### config.mk
export PLATFORM = sky130hd
export DESIGN_NAME = conv_sequencer
export DESIGN_NICKNAME = d
export VERILOG_FILES = /design/src/rtl/conv_sequencer.sv
export SDC_FILE = /design/constraint.sdc
export NUM_CORES = 1
export LEC_CHECK = 0
export ABC_AREA = 1
export BUFFER_PORTS_ARGS = -buffer_cell sky130_fd_sc_hd__buf_2
export CORE_ASPECT_RATIO = 2
export CORE_MARGIN = 2
export CORE_UTILIZATION = 45
export CTS_CLUSTER_DIAMETER = 80
export DETAILED_ROUTE_END_ITERATION = 12
export GPL_TIMING_DRIVEN = 0
export PLACE_DENSITY = 0.66
export SKIP_CTS_REPAIR_TIMING = 1
export SLEW_MARGIN = 20
export SYNTH_ARGS = -nofsm -noshare
export SYNTH_HDL_FRONTEND = slang
export SYNTH_SLANG_ARGS = --single-unit
### constraint.sdc
create_clock -name clk -period 1.9 [get_ports clk]
set_input_delay 0.38 -clock clk [delete_from_list [all_inputs] [get_ports clk]]
set_output_delay 0.38 -clock clk [all_outputs]
set_load 0.01 [all_outputs]
### src/rtl/conv_sequencer.sv
// Frame scheduler for the 3x3 convolution datapath: walks window positions in raster
// order, steps the MAC phases and hands each finished pixel downstream on valid/ready.
module conv_sequencer #(
    parameter int H = 28,
    parameter int W = 28
) (
    input  logic       clk,
    input  logic       rst_n,
    input  logic       start,
    input  logic       patch_valid,
    input  logic       out_ready,
    output logic       load,
    output logic [4:0] i,
    output logic [4:0] j,
    output logic [1:0] mux_sel,
    output logic       acc_enable,
    output logic       flush_acc,
    output logic       out_valid,
    output logic       busy,
    output logic       done
);

    // state | meaning
    // IDLE  | waiting for start, all outputs low
    // LOAD  | one-cycle fetch strobe for window (i, j)
    // WAIT  | waiting for the loader to report a full patch
    // MAC0  | accumulate products of mux phase 0
    // MAC1  | accumulate products of mux phase 1
    // MAC2  | accumulate products of mux phase 2
    // OUT   | finished pixel presented until downstream accepts
    // DONE  | one-cycle end-of-frame pulse
    typedef enum logic [2:0] {
        IDLE, LOAD, WAIT, MAC0, MAC1, MAC2, OUT, DONE
    } state_t;

    localparam logic [4:0] I_LAST = 5'(H - 3);
    localparam logic [4:0] J_LAST = 5'(W - 3);

    state_t state;

    // The clear must land on the accepting cycle itself, otherwise a stalled pixel
    // would be wiped before downstream takes it; this is the only input-gated output.
    assign flush_acc = out_valid & out_ready;

    always_ff @(posedge clk or negedge rst_n) begin
        if (!rst_n) begin
            state      <= IDLE;
            i          <= '0;
            j          <= '0;
            load       <= 1'b0;
            mux_sel    <= 2'd0;
            acc_enable <= 1'b0;
            out_valid  <= 1'b0;
            busy       <= 1'b0;
            done       <= 1'b0;
        end else begin
            case (state)
                IDLE: begin
                    if (start) begin
                        state <= LOAD;
                        load  <= 1'b1;
                        busy  <= 1'b1;
                    end
                end
                LOAD: begin
                    state <= WAIT;
                    load  <= 1'b0;
                end
                WAIT: begin
                    if (patch_valid) begin
                        state      <= MAC0;
                        acc_enable <= 1'b1;
                        mux_sel    <= 2'd0;
                    end
                end
                MAC0: begin
                    state   <= MAC1;
                    mux_sel <= 2'd1;
                end
                MAC1: begin
                    state   <= MAC2;
                    mux_sel <= 2'd2;
                end
                MAC2: begin
                    state      <= OUT;
                    mux_sel    <= 2'd0;
                    acc_enable <= 1'b0;
                    out_valid  <= 1'b1;
                end
                OUT: begin
                    if (out_ready) begin
                        out_valid <= 1'b0;
                        if (i == I_LAST && j == J_LAST) begin
                            state <= DONE;
                            done  <= 1'b1;
                        end else begin
                            state <= LOAD;
                            load  <= 1'b1;
                            if (j == J_LAST) begin
                                j <= '0;
                                i <= i + 5'd1;
                            end else begin
                                j <= j + 5'd1;
                            end
                        end
                    end
                end
                DONE: begin
                    state <= IDLE;
                    done  <= 1'b0;
                    busy  <= 1'b0;
                    i     <= '0;
                    j     <= '0;
                end
                default: begin
                    state      <= IDLE;
                    i          <= '0;
                    j          <= '0;
                    load       <= 1'b0;
                    mux_sel    <= 2'd0;
                    acc_enable <= 1'b0;
                    out_valid  <= 1'b0;
                    busy       <= 1'b0;
                    done       <= 1'b0;
                end
            endcase
        end
    end

endmodule

==> impl_metrics.env <==
export IMPL_synth_top_area_cell="dfrtp_1"
export IMPL_ant_nets=0
export IMPL_grt_pass1_vias=1111
export IMPL_synth_common_cells="nand2_1 (58), inv_1 (24), dfrtp_1 (20), nand3_1 (17), nor2_1 (17)"
export IMPL_io_pins=23
export IMPL_start_util_pct=46.1
export IMPL_grt_busiest_layer="met2"
export IMPL_crit_family="simple AND/OR/NAND/NOR gates"
export IMPL_status="completed"
export IMPL_finalSetupTns_ps=0
export IMPL_core_sq_um=2910
export IMPL_synth_cell_types=24
export IMPL_fp_dieW_microns=42.6
export IMPL_placed_cell_area_sq_um=1490
export IMPL_max_freq_ghz=0.598
export IMPL_synth_seq_area_share_pct=37.3
export IMPL_finalMaxSlewViolations=0
export IMPL_cp_depth=7
export IMPL_worstPathArrival_ps=1830
export IMPL_vdd_drop_max_uv=706
export IMPL_synth_area_leaders="dfrtp_1 (37%), nand2_1 (16%), inv_1 (6.7%)"
export IMPL_route_vias_total=1242
export IMPL_cts_clk_slew_worst_paths_ps=70
export IMPL_yosysMostFrequentCell="nand2_1"
export IMPL_finish_utilization_pct=53.1
export IMPL_cellLeakagePower_nw=0.875
export IMPL_htree_levels=1
export IMPL_synth_top_area_share_pct=37.3
export IMPL_yosys_warnings=0
export IMPL_hpwl_microns=2240
export IMPL_routed_via_density=5.20
export IMPL_cp_max_fo=8
export IMPL_crit_reg2reg_launch="state[1]"
export IMPL_reg2reg_depth=7
export IMPL_worstSetupPathType="flip-flop to flip-flop"
export IMPL_drv_cap=0
export IMPL_worst_slew_pin_slew_ps=485
export IMPL_drive_gt1_share_pct=20.6
export IMPL_grt_pass1_wl_microns=4900
export IMPL_cpMaxStageDelayCell="dfrtp_1"
export IMPL_synthToLayoutAreaGrowth_pct=15.1
export IMPL_crit_path_end="state[1]"
export IMPL_rr_endpoint="state[1]"
export IMPL_drtPass1Iterations=4
export IMPL_hold_viol=0
export IMPL_synth_avg_cell_area_sq_um=7.33
export IMPL_end_kind="flip-flop"
export IMPL_startpoint_type="flip-flop"
export IMPL_ctsRootBufferMaster="clkbuf_8"
export IMPL_cts_sinks=20
export IMPL_crit_path_frequent_cell="nand2_1"
export IMPL_clk_latency_ps=260
export IMPL_fin_cells=239
export IMPL_final_area_sq_um=1540
export IMPL_grt_antenna_before_repair=0
export IMPL_die_area_sq_um=3460
export IMPL_place_inst=235
export IMPL_crit_chain="inv_2 -> ha_1 -> or2_2 -> nor3_1 -> nor2_1 -> nand2_1 -> nand2_1"
export IMPL_hp_class="input port to async pin"
export IMPL_globalplace_congestion=0.838
export IMPL_num_nets_final=222
export IMPL_synth_seq_cells=20
export IMPL_synth_nets=195
export IMPL_routed_wl_microns=2930
export IMPL_rows=28
export IMPL_fin_worst_skew_ps=1.93
export IMPL_met3_usage_pct=1.33
export IMPL_cts_tree="yes"
export IMPL_wire_per_inst_microns=12.3
export IMPL_die_y_microns=81.2
export IMPL_overflow=0
export IMPL_synth_ff_type="dfrtp_1"
export IMPL_cp_startpoint="state[1]"
export IMPL_required_ps=2050
export IMPL_period_minus_slack_ps=1670
export IMPL_max_slew_margin_rel_pct=67.7
export IMPL_drc=0
export IMPL_rsz0062_at_grt="false"
export IMPL_post_route_period_util_pct=88.0
export IMPL_rrSetupSlack_ps=230
export IMPL_async_reset_ff_share_pct=100
export IMPL_max_stage_delay_ps=520
export IMPL_use_met1_pct=20.8
export IMPL_cts_inserted_buffers=3
export IMPL_p_per_area_nw_per_um2=1070
export IMPL_setup_violations=0
export IMPL_grtUsageTotal_pct=18.5
export IMPL_place_port_buffers=22
export IMPL_cts_path_max_buffers=2
export IMPL_synth_edf_count=0
export IMPL_synth_area_sq_um=1340
export IMPL_use_met2_pct=35.1
export IMPL_drt_iter0_drc=21
export IMPL_worst_path_buf_inv=1
export IMPL_synthCells=183
export IMPL_grt_max_degree=21
export IMPL_diodes=0
[worst register-to-register path, delay by kind of cell, from the launching register on]
kind                       cells  cell delay, ps
and+or+nand+nor                5             720
adders and majority gates      1             220
buffers and inverters          1             110
DFF                            1             520
[area by class of cell]
cell class / instances / area (sq um)
buffer: 2 / 18.8
clock buffer: 4 / 55.1
fill: 299 / 1360
inverter: 26 / 97.6
multi-input combinational: 135 / 724
sequential: 20 / 500
tap: 30 / 37.5
timing repair buffer: 22 / 110
[layer usage]
metal,up-vias,part of all wire (%),routed length [microns]
met5,-,0,0
met4,0,1.6,48
met3,4,2.4,70
met2,25,56,1650
met1,572,40,1160
li1,641,-,-
[power breakdown]
part,leakage [nW],internal [mW],total (mW),switching (mW)
Combinational,0.588,0.266,0.657,0.391
Sequential,0.258,0.531,0.669,0.139
Clock,0.0288,0.184,0.326,0.142
[logic make-up after synthesis]
family / share of synthesized area, %
and+or+nand+nor: 44.1
buffers and inverters: 8.68
DFF: 37.3
AOI/OAI and AO/OA: 3.36
adders and majority gates: 6.53
[cells in the final DEF (no fill, tap or decap)]
cell type / Yosys / layout
a21oi_1: 1 / 1
a22o_1: 1 / 1
a31oi_1: 1 / 1
a32o_1: 1 / 1
buf_2: 0 / 22
buf_4: 1 / 1
buf_6: 1 / 1
clkbuf_8: 0 / 4
dfrtp_1: 20 / 20
ha_1: 7 / 7
inv_1: 24 / 24
inv_2: 2 / 2
nand2_1: 58 / 58
nand2_2: 2 / 2
nand2_4: 1 / 1
nand3_1: 17 / 17
nand3_2: 3 / 3
nand3_4: 2 / 2
nand3b_1: 3 / 3
nand4_1: 10 / 10
nor2_1: 17 / 17
nor2_2: 2 / 2
nor2_4: 1 / 1
nor3_1: 3 / 3
o21ai_0: 3 / 3
or2_2: 2 / 2
[worst min-delay path by stage]
stage	to	depth (start not counted)	slack, ps	startpoint
finish	j[1]	1	70	rst_n
global route	j[0]	1	100	rst_n
CTS	j[0]	1	80	rst_n
detailed placement	j[0]	1	360	rst_n
global placement	j[3]	1	350	rst_n
floorplan	acc_enable	0	80	rst_n
[flip-flops by register name (all words and copies together), names as in the netlist]
name,cells
done,1
state,3
busy,1
mux_sel,2
load,1
i,5
out_valid,1
acc_enable,1
j,5
[through the flow]
step	power, mW	setup slack, ps	hold slack [ps]
finish	1.65	227	73.3
global route	1.80	48.9	103
CTS	1.67	225	79.9
detailed placement	1.34	239	362
global placement	1.31	241	355
floorplan	1.13	394	84.4
Power figures use the tool's default switching activity.
